$ cat src/rtl/atm_session_ctrl.sv
// atm_session_ctrl: ATM session FSM with PIN retries, card retention, checked balance arithmetic and inactivity timeout
module atm_session_ctrl #(
  parameter int BAL_W = 32,
  parameter int AMT_W = 16,
  parameter int PIN_W = 4,
  parameter logic [PIN_W-1:0] PIN_VALUE = 4'b1010,
  parameter logic [BAL_W-1:0] INIT_BAL = 32'h000F4240,
  parameter int MAX_TRIES = 3,
  parameter int TIMEOUT_CYC = 1000
) (
  input  logic             clk,
  input  logic             reset,
  input  logic             cardIn,
  input  logic             pin_valid,
  input  logic [PIN_W-1:0] pin,
  input  logic             op_valid,
  input  logic [1:0]       op_code,
  input  logic [AMT_W-1:0] amount,
  output logic [BAL_W-1:0] balance,
  output logic             done,
  output logic [2:0]       status,
  output logic             card_eject,
  output logic             card_retained,
  output logic             session_active
);
  localparam int TRY_W = $clog2(MAX_TRIES + 1);
  localparam int TMR_W = $clog2(TIMEOUT_CYC + 1);
  localparam logic [2:0] ST_OK = 3'd0, ST_BAD_PIN = 3'd1, ST_INSUFF = 3'd2, ST_OVF = 3'd3, ST_TIMEOUT = 3'd4, ST_RETAINED = 3'd5;
  typedef enum logic [2:0] {S_IDLE, S_PIN, S_MENU, S_EXEC, S_REPORT, S_EJECT, S_RETAIN} state_t;
  state_t state;
  logic card_q;
  logic [TRY_W-1:0] tries;
  logic [TMR_W-1:0] timer;
  logic [1:0] op_q;
  logic [BAL_W-1:0] amt_q;
  logic [BAL_W:0] sum;
  logic timed_out;
  assign sum = {1'b0, balance} + {1'b0, amt_q};
  assign timed_out = timer == TMR_W'(TIMEOUT_CYC - 1);
  always_ff @(posedge clk or posedge reset) begin
    if (reset) begin
      state <= S_IDLE;
      card_q <= 1'b0;
      tries <= '0;
      timer <= '0;
      op_q <= 2'b00;
      amt_q <= '0;
      balance <= INIT_BAL;
      done <= 1'b0;
      status <= ST_OK;
      card_eject <= 1'b0;
      card_retained <= 1'b0;
      session_active <= 1'b0;
    end else begin
      card_q <= cardIn;
      done <= 1'b0;
      card_eject <= 1'b0;
      case (state)
        S_IDLE: if (cardIn && !card_q) begin
          state <= S_PIN;
          tries <= '0;
          timer <= '0;
          session_active <= 1'b1;
        end
        S_PIN: if (!cardIn) begin
          state <= S_IDLE;
          session_active <= 1'b0;
        end else if (pin_valid) begin
          timer <= '0;
          if (pin == PIN_VALUE) state <= S_MENU;
          else begin
            done <= 1'b1;
            tries <= tries + 1'b1;
            if (tries == TRY_W'(MAX_TRIES - 1)) begin
              state <= S_RETAIN;
              status <= ST_RETAINED;
              card_retained <= 1'b1;
              session_active <= 1'b0;
            end else status <= ST_BAD_PIN;
          end
        end else if (timed_out) begin
          state <= S_EJECT;
          done <= 1'b1;
          status <= ST_TIMEOUT;
          card_eject <= 1'b1;
          session_active <= 1'b0;
        end else timer <= timer + 1'b1;
        S_MENU: if (!cardIn) begin
          state <= S_IDLE;
          session_active <= 1'b0;
        end else if (op_valid) begin
          timer <= '0;
          if (op_code == 2'b11) begin
            state <= S_EJECT;
            done <= 1'b1;
            status <= ST_OK;
            card_eject <= 1'b1;
            session_active <= 1'b0;
          end else begin
            state <= S_EXEC;
            op_q <= op_code;
            amt_q <= BAL_W'(amount);
          end
        end else if (timed_out) begin
          state <= S_EJECT;
          done <= 1'b1;
          status <= ST_TIMEOUT;
          card_eject <= 1'b1;
          session_active <= 1'b0;
        end else timer <= timer + 1'b1;
        S_EXEC: begin
          state <= S_REPORT;
          done <= 1'b1;
          if (op_q == 2'b01) begin
            status <= sum[BAL_W] ? ST_OVF : ST_OK;
            if (!sum[BAL_W]) balance <= sum[BAL_W-1:0];
          end else if (op_q == 2'b10) begin
            status <= (amt_q > balance) ? ST_INSUFF : ST_OK;
            if (amt_q <= balance) balance <= balance - amt_q;
          end else status <= ST_OK;
        end
        S_REPORT: begin
          timer <= '0;
          state <= cardIn ? S_MENU : S_IDLE;
          session_active <= cardIn;
        end
        S_EJECT: state <= S_IDLE;
        S_RETAIN: state <= S_RETAIN;
        default: state <= S_IDLE;
      endcase
    end
  end
endmodule
$ cat config.mk
export PLATFORM = sky130hd
export DESIGN_NAME = atm_session_ctrl
export DESIGN_NICKNAME = d
export VERILOG_FILES = /design/src/rtl/atm_session_ctrl.sv
export SDC_FILE = /design/constraint.sdc
export NUM_CORES = 1
export LEC_CHECK = 0
export CAP_MARGIN = 15
export CELL_PAD_IN_SITES_DETAIL_PLACEMENT = 1
export CELL_PAD_IN_SITES_GLOBAL_PLACEMENT = 2
export CORE_MARGIN = 2
export CORE_UTILIZATION = 37
export DETAILED_ROUTE_END_ITERATION = 16
export PLACE_DENSITY = 0.93
export SYNTH_ARGS = -nofsm -noshare
export SYNTH_HDL_FRONTEND = slang
export SYNTH_SLANG_ARGS = --single-unit
$ cat constraint.sdc
create_clock -name clk -period 8.1 [get_ports clk]
set_input_delay 0.81 -clock clk [delete_from_list [all_inputs] [get_ports clk]]
set_output_delay 0.81 -clock clk [all_outputs]
set_load 0.03 [all_outputs]
Word level (Yosys, flattened, before mapping):

Cells that the tools add are included.
Widths: inputs -> output; s select.

* register bits: 73
* bits of input ports: 27
* output and inout bits: 39

* $add $sub $neg: 4
* $lt $le $gt $ge: 2
* equality and inequality tests: 23
* mux-type cells: 61
* bitwise logic cells: 2
* reductions and logical operators: 16

Operators by type and width (number)
* $mux 32: 4
* $mux 10: 6
* $mux 3: 17
* $pmux 10 s4: 1
* $add 32x16->33: 1
* $gt 16x32->1: 1
* $le 16x32->1: 1
* $sub 32x16->32: 1
* $reduce_and 5->1: 4
* $mux 1: 18
* $mux 2: 9
* $pmux 3 s6: 1
* $ne 2x2->1 const B: 6
* $ne 4x4->1 const B: 3
* $reduce_and 4->1: 3
* $add 10x1->10 const B: 1
* $eq 10x10->1 const B: 1
* $pmux 3 s3: 1
* $eq 2x2->1 const B: 3
* $eq 3x2->1 const B: 2
* $eq 3x3->1 const B: 2
* $ne 3x3->1 const B: 2
* $reduce_bool 2->1: 3
* $ne 5x5->1 const B: 1
* other kinds (15): 16

Depth between registers and ports, before layout:

Gate-level depths: netlist of run 1.

* depth in word-level cells: 6
* mapped depth: 12
* mapped depth without buffers: 11

Worst setup path before layout of run 1:

OpenSTA, ideal clock, no wires.

* path kind: register to register
* start: register balance[0]
* end: register balance[29]
* setup time: 0.137 ns
* arrival time: 2.579 ns
* required time: 7.963 ns
* setup slack: 5.384 ns
* stages on the path, launching flop included: 11
* path buffers: 0
* period minus slack after synthesis: 2.716 ns
* path through: dfrtp_1 > ha_1 > fa_1 > nor2b_1 > o211ai_1 > a31oi_1 > a21oi_1 > o211a_2 > nor3b_2 > nand3_1 > xnor2_1

* cells in the longest elaborated chain, start to end: 4
* elaborated cells on any way between the ends: 10
* classes of those cells: add/sub: 2; order compare: 1; eq/ne: 1; mux: 4; reduce/logical: 2

Ends and longest elaborated chain
* start, declared: RTL line 19 `output logic [BAL_W-1:0] balance,`
* start signal, assigned: RTL line 116 `if (!sum[BAL_W]) balance <= sum[BAL_W-1:0];`
* start signal, assigned: RTL line 119 `if (amt_q <= balance) balance <= balance - amt_q;`
* $sub 32x16->32: RTL line 119
* $mux 32: RTL line 119
* $mux 32: RTL line 117 `end else if (op_q == 2'b10) begin`
* $mux 32: RTL line 114 `if (op_q == 2'b01) begin`

Parallel ways exist; a longest one is shown, timed or not. The select of a mux whose other input is x is not followed.
A chain may end at the register's enable or synchronous reset.

Final worst setup path of run 1:

* start: register balance[0]
* end: register balance[3]

The elaborated chain is that of the path after synthesis.

==> out/metrics.sh, run 1 <==
SYNTH.LIB_CELLS_USED.DISTINCT=77
UNREPAIRED_SETUP_ENDPOINTS_AFTER_GLOBAL_ROUTING='false'
REG2REG_SLACK_NS=4.73
SYNTH.AVG_CELL_AREA_UM2=8.676
NUM-FILL-CELLS=1699
FIN_WS_NS=4.729
WORSTPATHMAXFANOUT=28
GRT_MAX_DEGREE=74
LAYOUT_MIN_CYCLE_TIME_NS=3.371
END_KIND='register'
PROPORTION_OF_SYNTHESIZED_AREA_IN_MUX_CELLS_PCT=5.868
SYNTH_COMPOUND_AREA_SHARE_PCT=18.93
AREA.GROWTH.SYNTH_TO_FINAL_PCT=18.89
HPWL_AFTER_DETAILED_PLACEMENT_UM=11580
DETAIL_ROUTE.FIRST_PASS.ITERATIONS=4
POWER_mW=3.416
TOTALNEGATIVESETUPSLACK_NS=0
DPL_CELL_AREA_MM2=0.006280
DRIVE_ABOVE_1_SHARE_PCT=9.434
WORST_SETUP_PATH_START_KIND='register'
ANTENNADIODECOUNT=0
ROUTE.DETAILED.DRC=0
HOLD_CLASS='register to register'
YOSYSSEQAREASHARE_PCT=33.11
CTS_RESIZED=0
MULTI_INPUT_AREA_MM2=0.003372
SYNTH_AREA_MM2=0.005544
REPORT.FINAL.HOLD_VIOL_COUNT=0
TIMING.MAX_CAP.VIOLATIONS=0
CRIT_REQUIRED_NS=8.33
DETAILROUTE.VIA_COUNT=4922
WORST_SLEW_PIN_SLEW_NS=0.9488
CTSHOLDBUFFERS=0
GRT_FIRST_PASS_WIRELENGTH_UM=26570
IO_PINS=66
POST_SYNTH_FA_HA_MAJ_AREA_FRACTION_PCT=9.027
POST_SYNTH_AND_OR_NAND_NOR_AREA_FRACTION_PCT=21.46
POST-PLACE-WS_NS=4.759
GLOBAL_ROUTE.USAGE.TOTAL_PCT=20.37
DIE_W_UM=126.4
FINAL_CORE_UTIL_PCT=45.18
MAXSLEWHEADROOM_PCT=36.75
SYNTHXORXNORAREAFRAC_PCT=5.529
DETAIL_ROUTE.ITER0.VIOLATIONS=213
LEAKAGE_nW=2.922
ASYNCSETRESETFLOPFRACSYNTH_PCT=100.0
POSTSYNTHCELLCOUNT=639
SYNTH_ENABLE_FLOP_CELLS=0
NUMCLOCKSINKS=73
CLK-INSERTION-DELAY-LATE_NS=0.35
CTS-BUFFERS-INSERTED=9
WP_DATA_ARRIVAL_NS=3.61
DRT-WIRELENGTH-PER-CELL_UM=17.85
PLACE.GP.CONGESTION=0.8883
FMAX_GHz=0.2966
FIRST_GLOBAL_VIAS=5275
CTS_ROOT_BUFFER='clkbuf_16'
WORST_REG2REG_PATH_LENGTH_IN_CELLS=9
REPORT.FINAL.SLEW_VIOL_COUNT=0
COMBINATIONAL_FAMILY_WITH_THE_MOST_AREA_AFTER_SYNTHESIS='simple AND/OR/NAND/NOR gates'
LAYOUT.AREA.SEQ_MM2=0.001836
FP.COREAREA_MM2=0.01459
YOSYSWARNINGCOUNT=0
IR_WORST_VDD_V=0.0002021
GRT_ANTENNA_BEFORE_REPAIR=0
FLOORPLAN.DIE.HEIGHT_UM=126.4
MOST-COMMON-LAYOUT-CELLS='dfrtp_1 (66), clkdlybuf4s50_1 (65), nand2_1 (54), nor2_1 (43), inv_1 (42)'
NUMBER_OF_ROWS_IN_THE_CORE_AREA=44
WORSTSETUPSTARTPOINT='balance[0]$_DFFE_PP0P_'
CTS_TREE='built'
PORT-BUFFER-COUNT=65
WORST_HOLD_SLACK_NS=0.4678
POST_LAYOUT_NONFILLER_INSTANCES=873
CRIT_END='balance[3]$_DFFE_PP0P_'
FULL_DIE_AREA_MM2=0.01598
CLK_PIN_SLEW_WORST_PATHS_NS=0.06
YOSYS_MOST_USED_DFF='dfrtp_1'
POST-CTS-SETUP-BUFFER-COUNT=0
FINAL_DESIGN_AREA_NO_FILL_MM2=0.006591
START_UTIL_PCT=38.00
SYNTHESIS.NETS=704
FINALSETUPVIOLCOUNT=0
DRT-VIAS-PER-INSTANCE=5.638
POSTROUTEWIRELENGTH_UM=15590
RUN_STATUS='complete, no violations'
CLOCK_PATH_BUFFERS=2
GRT_OVERFLOW=0
TIMING.RR.START='balance[0]$_DFFE_PP0P_'
R2R-END='balance[3]$_DFFE_PP0P_'
FINAL_NETS=749
MIN_PERIOD_OVER_PERIOD_PCT=41.62
WORSTSETUPPATHTYPE='register to register'
POST-PLACE-CELLS=857
FINAL_COMMON_CELL='dfrtp_1'
YOSYS_REGISTER_BITS=73
DETAIL-ROUTE-ANTENNA-NETS=0
CTSHTREEMAXLEVEL=3
POWERDENSITY_mW_PER_MM2=518.3
CLOCK-SKEW-FINAL_NS=0.007758
-- where the power goes --
part	leakage [nW]	switching [mW]	internal (mW)	total, mW
Clock	0.152	0.166	0.268	0.434
Sequential	0.964	0.177	0.497	0.674
Combinational	1.81	1.32	0.988	2.31
Total	2.92	1.66	1.75	3.42
-- routing by layer --
metal  wire, um  GRT usage [%]  up-vias
met5          0              0        -
met4        332          7.692        0
met3        551          2.995       20
met2       7574          34.98      100
met1       7128          25.93     2436
li1           -              -     2366
-- sequential cells by signal, indices dropped and copies added (netlist names) --
name,flops
amt_q,16
session_active,1
card_retained,1
status,3
tries,2
done,1
balance,32
op_q,2
timer,10
card_eject,1
card_q,1
state,3
-- synth_stat cells, types with 4 or more instances --
cell / number / area share [%]
a21oi_1: 41 / 3.7
o211ai_1: 6 / 0.81
mux2i_1: 4 / 0.72
nor4_1: 9 / 1.0
nand3_1: 17 / 1.5
mux2_2: 20 / 4.1
dfrtp_1: 66 / 30
nand4_1: 8 / 0.90
a21o_1: 8 / 1.1
and4_1: 5 / 0.79
nor2_1: 43 / 2.9
nand2b_1: 16 / 1.8
o31ai_1: 11 / 1.5
and2_1: 4 / 0.45
clkbuf_1: 22 / 1.5
dfstp_2: 7 / 3.3
buf_6: 4 / 0.81
o22ai_1: 5 / 0.56
nor2b_1: 13 / 1.5
a31oi_1: 5 / 0.56
a21boi_0: 4 / 0.54
mux2_4: 4 / 1.1
buf_2: 8 / 0.72
ha_1: 36 / 8.1
xor2_1: 11 / 1.7
xnor2_1: 24 / 3.8
nand2_1: 54 / 3.7
o21ai_1: 5 / 0.45
nor3b_1: 5 / 0.68
or3_1: 4 / 0.45
a2111oi_0: 5 / 0.79
o21ai_0: 40 / 3.6
inv_1: 43 / 2.9
and3_1: 12 / 1.4
nor3_1: 15 / 1.4
-- worst min-delay path by stage --
stage / from / end / slack (ns) / cells after the start
6_report: timer[8]$_DFFE_PP0P_ / timer[8]$_DFFE_PP0P_ / 0.47 / 1
5_1_grt: timer[9]$_DFFE_PP0P_ / timer[9]$_DFFE_PP0P_ / 0.50 / 1
4_1_cts: timer[8]$_DFFE_PP0P_ / timer[8]$_DFFE_PP0P_ / 0.48 / 1
2_1_floorplan: timer[9]$_DFFE_PP0P_ / timer[9]$_DFFE_PP0P_ / 0.44 / 1
3_5_place_dp: card_retained$_DFFE_PP0P_ / card_retained$_DFFE_PP0P_ / 0.46 / 1
3_3_place_gp: timer[8]$_DFFE_PP0P_ / timer[8]$_DFFE_PP0P_ / 0.46 / 1
-- area by class of cell --
| cell class | instances | area share, % |
|---|---|---|
| inverter | 43 | 2.449 |
| tap | 184 | 3.493 |
| timing repair buffer | 69 | 10.33 |
| clock buffer | 10 | 3.474 |
| multi-input combinational | 488 | 51.16 |
| clock inverter | 6 | 1.253 |
| sequential | 73 | 27.85 |
-- worst max-delay path, cell delays in order, from the launching register on --
cell,delay (ns)
dfrtp_1,0.40
ha_1,0.24
fa_1,0.40
nor2b_1,0.16
o211ai_1,0.29
a31oi_1,0.16
a21oi_1,0.40
o211a_2,0.44
buf_4,0.42
mux2_4,0.33
-- logic make-up (layout without fill, tap and decap cells) --
group | Yosys count | count (layout)
AO/OA/AOI/OAI | 163 | 163
XOR/XNOR | 35 | 35
adder cells (fa/ha/maj) | 39 | 39
buffers and inverters | 78 | 128
flip-flops | 73 | 73
multiplexers | 28 | 28
AND/OR/NAND/NOR | 223 | 223
No activity file was read; power rests on OpenSTA's default activity.
==> run 2: changes to the inputs <==
--- a/config.mk
+++ b/config.mk
@@ -9,9 +9,9 @@
 export CELL_PAD_IN_SITES_DETAIL_PLACEMENT = 1
 export CELL_PAD_IN_SITES_GLOBAL_PLACEMENT = 2
 export CORE_MARGIN = 2
-export CORE_UTILIZATION = 37
+export CORE_UTILIZATION = 35
 export DETAILED_ROUTE_END_ITERATION = 16
-export PLACE_DENSITY = 0.93
+export PLACE_DENSITY = 0.89
 export SYNTH_ARGS = -nofsm -noshare
 export SYNTH_HDL_FRONTEND = slang
 export SYNTH_SLANG_ARGS = --single-unit
==> constraint.sdc (replaced) <==
create_clock -name clk -period 3.4 [get_ports clk]
set_input_delay 0.34 -clock clk [delete_from_list [all_inputs] [get_ports clk]]
set_output_delay 0.34 -clock clk [all_outputs]
set_load 0.03 [all_outputs]
==> run 2 against run 1 <==
Flip-flop and latch count unchanged; highest routed layer unchanged; via count up 1.5%; utilization decreased by 2.5 points; clock-buffer cell count unchanged; design area grew 1.3%; first-iteration DRC count increased by 34%; global-route usage fell by 0.087 points; final cell count rose by 4.0%; non-clock buffer count increased by 3; register-to-register slack worse by 4.4 ns.
==> out/metrics.sh, run 2 (synthesis gave the netlist of run 1 again) <==
RUN_STATUS='complete, no violations'
FINAL_NETS=752
DRIVE_ABOVE_1_SHARE_PCT=9.971
IO_PINS=66
GRT_ANTENNA_BEFORE_REPAIR=0
WP_DATA_ARRIVAL_NS=3.35
PLACE.GP.CONGESTION=0.8714
FLOORPLAN.DIE.HEIGHT_UM=129.9
CLOCK_PATH_BUFFERS=2
FULL_DIE_AREA_MM2=0.01686
DRT-WIRELENGTH-PER-CELL_UM=17.78
NUMBER_OF_ROWS_IN_THE_CORE_AREA=46
FINAL_COMMON_CELL='dfrtp_1'
CTS_TREE='built'
REGMOSTFLOPS='balance'
WORSTPATHMAXFANOUT=6
TOTALNEGATIVESETUPSLACK_NS=0
AREA.GROWTH.SYNTH_TO_FINAL_PCT=20.38
DETAIL_ROUTE.FIRST_PASS.ITERATIONS=4
DETAIL_ROUTE.ITER0.VIOLATIONS=285
WORST_SLEW_PIN_SLEW_NS=0.7256
ANTENNADIODECOUNT=0
FMAX_GHz=0.3204
FP.COREAREA_MM2=0.01566
CRIT_REQUIRED_NS=3.63
LARGEST_REGISTER_FFS=32
CTSHOLDBUFFERS=0
CTSHTREEMAXLEVEL=3
LAYOUT_MIN_CYCLE_TIME_NS=3.121
ROUTE.DETAILED.DRC=0
CTS_RESIZED=0
HPWL_AFTER_DETAILED_PLACEMENT_UM=11990
DRT-VIAS-PER-INSTANCE=5.500
END_KIND='register'
GRT_MAX_DEGREE=74
CTS_ROOT_BUFFER='clkbuf_16'
FINALSETUPVIOLCOUNT=0
CLOCK-SKEW-FINAL_NS=0.007874
CLK_PIN_SLEW_WORST_PATHS_NS=0.06
PORT-BUFFER-COUNT=65
WORSTSETUPPATHTYPE='register to register'
GLOBAL_ROUTE.USAGE.TOTAL_PCT=20.28
LEADING_REGISTERS_BY_FLOP_COUNT='balance x32, amt_q x16, timer x10'
DETAIL-ROUTE-ANTENNA-NETS=0
CLK-INSERTION-DELAY-LATE_NS=0.35
MOST-COMMON-LAYOUT-CELLS='dfrtp_1 (66), clkdlybuf4s50_1 (65), nand2_1 (54), nor2_1 (43), inv_1 (42)'
POST-CTS-SETUP-BUFFER-COUNT=0
GRT_FIRST_PASS_WIRELENGTH_UM=26810
REPORT.FINAL.SLEW_VIOL_COUNT=0
DETAILROUTE.VIA_COUNT=4994
FIRST_GLOBAL_VIAS=5257
REPORT.FINAL.HOLD_VIOL_COUNT=0
WORST_SETUP_PATH_START_KIND='register'
TIMING.MAX_CAP.VIOLATIONS=0
GRT_OVERFLOW=0
HOLD_CLASS='primary input to async pin'
POSTROUTEWIRELENGTH_UM=16140
CTS-BUFFERS-INSERTED=9
MIN_PERIOD_OVER_PERIOD_PCT=91.80
DIE_W_UM=129.9
MAXSLEWHEADROOM_PCT=51.18
START_UTIL_PCT=35.41
NUMCLOCKSINKS=73
UNREPAIRED_SETUP_ENDPOINTS_AFTER_GLOBAL_ROUTING='false'
==> run 2: cell types whose count changed in the layout (fill, tap and decap cells not counted), sizes merged <==
cell / previous run / this run
clkinvlp: 1 / 2
bufinv: 2 / 1
buf: 4 / 7
==> run 2: worst max-delay path, stage by stage, from the launching register on <==
cell and delay [ns]:
dfrtp_1 0.41, ha_1 0.24, fa_1 0.38, nor2b_1 0.17, o211ai_1 0.24, a31oi_1 0.16, a21oi_1 0.41, o211a_2 0.35
nor3b_2 0.34, nand3_1 0.14, xnor2_1 0.15
==> run 2: path summary, 6_finish.rpt <==
path	from	endpoint	slack, ns	cells after the start
setup / recovery	balance[0]$_DFFE_PP0P_	balance[29]$_DFFE_PP0P_	0.28	10
hold / removal	reset	timer[1]$_DFFE_PP0P_	0.39	3
setup reg to reg	balance[0]$_DFFE_PP0P_	balance[29]$_DFFE_PP0P_	0.28	10
hold reg to reg	status[0]$_DFFE_PP0P_	status[0]$_DFFE_PP0P_	0.48	2
max in group asynchronous	reset	balance[16]$_DFFE_PP1P_	2.64	3
min in group clk	status[0]$_DFFE_PP0P_	status[0]$_DFFE_PP0P_	0.48	2
==> run 2: metal layers <==
layer | wire length, um | global-route usage (%) | up-vias
li1 | - | - | 2371
met3 | 497 | 2.788 | 23
met5 | 0 | 0 | -
met1 | 7066 | 25.32 | 2517
met4 | 397 | 9.171 | 0
met2 | 8182 | 34.89 | 83
==> run 2: final cells by class <==
cell class	count	area (um^2)
Clock buffer	10	239.0
Multi-Input combinational cell	488	3372
Timing Repair Buffer	72	728.2
Clock inverter	6	67.56
Inverter	43	161.4
Sequential cell	73	1836
Fill cell	1867	8981
Tap cell	216	270.3
==> run 2: metrics by stage <==
step           cell area (um^2)  std cells  hold WS (ns)  util (%)  setup WS, ns
2_1_floorplan              5544        639        0.3714         -        0.6838
3_3_place_gp               6367        892        0.4610     40.67        0.4545
3_5_place_dp               6367        892        0.4659     40.67        0.2968
4_1_cts                    6674        908        0.4162     42.63        0.2855
5_1_grt                    6674        908        0.4413     42.63        0.1165
6_report                   6674        908        0.3861     42.63        0.2790
Power of run 2 is not shown: default switching activity piles up to over one toggle a cycle in this logic, so the estimate is an artifact.
==> run 3: changes to the inputs <==
--- a/config.mk
+++ b/config.mk
@@ -11,6 +11,7 @@
 export CORE_MARGIN = 2
 export CORE_UTILIZATION = 35
 export DETAILED_ROUTE_END_ITERATION = 16
+export GPL_ROUTABILITY_DRIVEN = 0
 export PLACE_DENSITY = 0.89
 export SYNTH_ARGS = -nofsm -noshare
 export SYNTH_HDL_FRONTEND = slang
==> constraint.sdc (replaced) <==
create_clock -name clk -period 3.5 [get_ports clk]
set_input_delay 0.35 -clock clk [delete_from_list [all_inputs] [get_ports clk]]
set_output_delay 0.35 -clock clk [all_outputs]
set_load 0.03 [all_outputs]
==> run 3 against run 2 <==
Sequential share of layout area is 0.098 points lower; global-route usage fell by 0.46 points; utilization grew 0.15 points; die area unchanged; setup slack better by 0.088 ns; via count fell by 0.66%; critical path depth unchanged; critical path type unchanged; clock skew grew 0.00056 ns.
==> out/metrics.sh, run 3 (synthesis gave the netlist of run 1 again) <==
DRIVE_ABOVE_1_SHARE_PCT=9.971
RUN_STATUS='complete, no violations'
END_KIND='register'
WORST_PATH_MAX_DELAY_CELL='o211a_2'
ANTENNADIODECOUNT=0
LAYOUT_MIN_CYCLE_TIME_NS=3.133
WORSTSETUPPATHTYPE='register to register'
MIN_PERIOD_OVER_PERIOD_PCT=89.51
DRT-WIRELENGTH-PER-CELL_UM=17.48
DIE_W_UM=129.9
CTSHOLDBUFFERS=0
FIRST_GLOBAL_VIAS=5172
NUMCLOCKSINKS=73
FINAL_NETS=752
PORT-BUFFER-COUNT=65
CLK-INSERTION-DELAY-LATE_NS=0.35
WP_DATA_ARRIVAL_NS=3.36
MOST-COMMON-LAYOUT-CELLS='dfrtp_1 (66), clkdlybuf4s50_1 (65), nand2_1 (54), nor2_1 (43), inv_1 (42)'
DETAIL_ROUTE.FIRST_PASS.ITERATIONS=5
LARGEST_REGISTER_FFS=32
WORST_SETUP_PATH_START_KIND='register'
WORSTPATHBUFFERINVERTERCOUNT=0
CTS-BUFFERS-INSERTED=9
TIMING.MAX_CAP.VIOLATIONS=0
DETAIL-ROUTE-ANTENNA-NETS=0
CTS_ROOT_BUFFER='clkbuf_16'
POST-CTS-SETUP-BUFFER-COUNT=0
BUSIEST_LAYER='met2'
CLOCK_PATH_BUFFERS=2
WORST_SLEW_PIN_SLEW_NS=0.6780
HPWL_AFTER_DETAILED_PLACEMENT_UM=12020
FINAL_COMMON_CELL='dfrtp_1'
FMAX_GHz=0.3192
CRIT_END='balance[29]$_DFFE_PP0P_'
TIMING.CRITICAL_PATH.SLOWEST_CELL_DELAY_NS=0.42
CTS_RESIZED=0
REGMOSTFLOPS='balance'
DETAILROUTE.VIA_COUNT=4961
FLOORPLAN.DIE.HEIGHT_UM=129.9
GLOBAL_ROUTE.USAGE.TOTAL_PCT=19.82
ROUTE.DETAILED.DRC=0
WORSTSETUPSTARTPOINT='balance[0]$_DFFE_PP0P_'
LEADING_REGISTERS_BY_FLOP_COUNT='balance x32, amt_q x16, timer x10'
MAXSLEWHEADROOM_PCT=54.74
IO_PINS=66
TIMING.CRITICAL_PATH.CELLS='ha_1, fa_1, nor2b_1, o211ai_1, a31oi_1, a21oi_1, o211a_2, nor3b_2, nand3_1, xnor2_1'
AREA.GROWTH.SYNTH_TO_FINAL_PCT=20.81
DETAIL_ROUTE.ITER0.VIOLATIONS=249
FP.COREAREA_MM2=0.01566
UNREPAIRED_SETUP_ENDPOINTS_AFTER_GLOBAL_ROUTING='false'
TIMING.RR.START='balance[0]$_DFFE_PP0P_'
NUMBER_OF_ROWS_IN_THE_CORE_AREA=46
REPORT.FINAL.SLEW_VIOL_COUNT=0
REPORT.FINAL.HOLD_VIOL_COUNT=0
GR-USAGE-MET3_PCT=3.239
TOP_DELAY_FAMILY_ON_CRIT_PATH='compound AO/OA/AOI/OAI gates'
MULTI_INPUT_AREA_MM2=0.003372
CTSHTREEMAXLEVEL=3
CLOCK-SKEW-FINAL_NS=0.008432
POSTROUTEWIRELENGTH_UM=15870
GRTUSAGEMET2_PCT=33.20
GRT_MAX_DEGREE=46
CLK_PIN_SLEW_WORST_PATHS_NS=0.06
GRT_OVERFLOW=0
DRT-VIAS-PER-INSTANCE=5.464
TOTALNEGATIVESETUPSLACK_NS=0
GROUTE.LAYER.MET1.USAGE_PCT=25.37
NUM-FILL-CELLS=1845
REG2REG_SLACK_NS=0.37
R2R-END='balance[29]$_DFFE_PP0P_'
FINALSETUPVIOLCOUNT=0
CTS_TREE='built'
LAYOUT.AREA.SEQ_MM2=0.001836
WORSTSETUPPATHDEPTH=10
START_UTIL_PCT=35.41
GRT_FIRST_PASS_WIRELENGTH_UM=26340
HOLD_CLASS='primary input to async pin'
GRT_ANTENNA_BEFORE_REPAIR=0
WORSTPATHMAXFANOUT=11
CRIT_REQUIRED_NS=3.72
WORST_REG2REG_PATH_LENGTH_IN_CELLS=10
FULL_DIE_AREA_MM2=0.01686
## run 3: cell types whose count changed in the layout (fill, tap and decap cells not counted)
cell,previous run,this run
clkinvlp_4,2,0
bufinv_16,1,2
clkinv_4,2,3
## run 3: cell type report
class	count	share of cell area, %
clock buffer	10	3.568
clock inverter	6	1.364
inverter	43	2.410
multi-input combinational	488	50.35
sequential	73	27.41
tap	216	4.035
timing repair buffer	72	10.87
## run 3: routing by layer
metal	vias to the layer above	wire (um)
li1	2374	-
met1	2466	7254
met2	96	7651
met3	25	536
met4	0	426
met5	-	0
## run 3: worst min-delay path by stage
| stage | cells past startpoint | from | endpoint | slack, ns |
|---|---|---|---|---|
| final | 2 | reset | amt_q[1]$_DFFE_PP0P_ | 0.42 |
| after global routing | 2 | reset | amt_q[1]$_DFFE_PP0P_ | 0.47 |
| after CTS | 2 | reset | amt_q[1]$_DFFE_PP0P_ | 0.45 |
| after detailed placement | 1 | card_retained$_DFFE_PP0P_ | card_retained$_DFFE_PP0P_ | 0.47 |
| after global placement | 1 | timer[8]$_DFFE_PP0P_ | timer[8]$_DFFE_PP0P_ | 0.47 |
| after floorplan | 0 | cardIn | card_q$_DFF_PP0_ | 0.38 |
## run 3: per-stage QoR
step | cells | hold slack, ns | util (%) | setup WS, ns | area, um^2
2_1_floorplan | 639 | 0.3814 | - | 0.7838 | 5544
3_3_place_gp | 892 | 0.4666 | 40.67 | 0.5261 | 6367
3_5_place_dp | 892 | 0.4713 | 40.67 | 0.3804 | 6367
4_1_cts | 908 | 0.4467 | 42.78 | 0.3764 | 6698
5_1_grt | 908 | 0.4712 | 42.78 | 0.05478 | 6698
6_report | 908 | 0.4248 | 42.78 | 0.3671 | 6698
Power of run 3 is left out for the same reason.
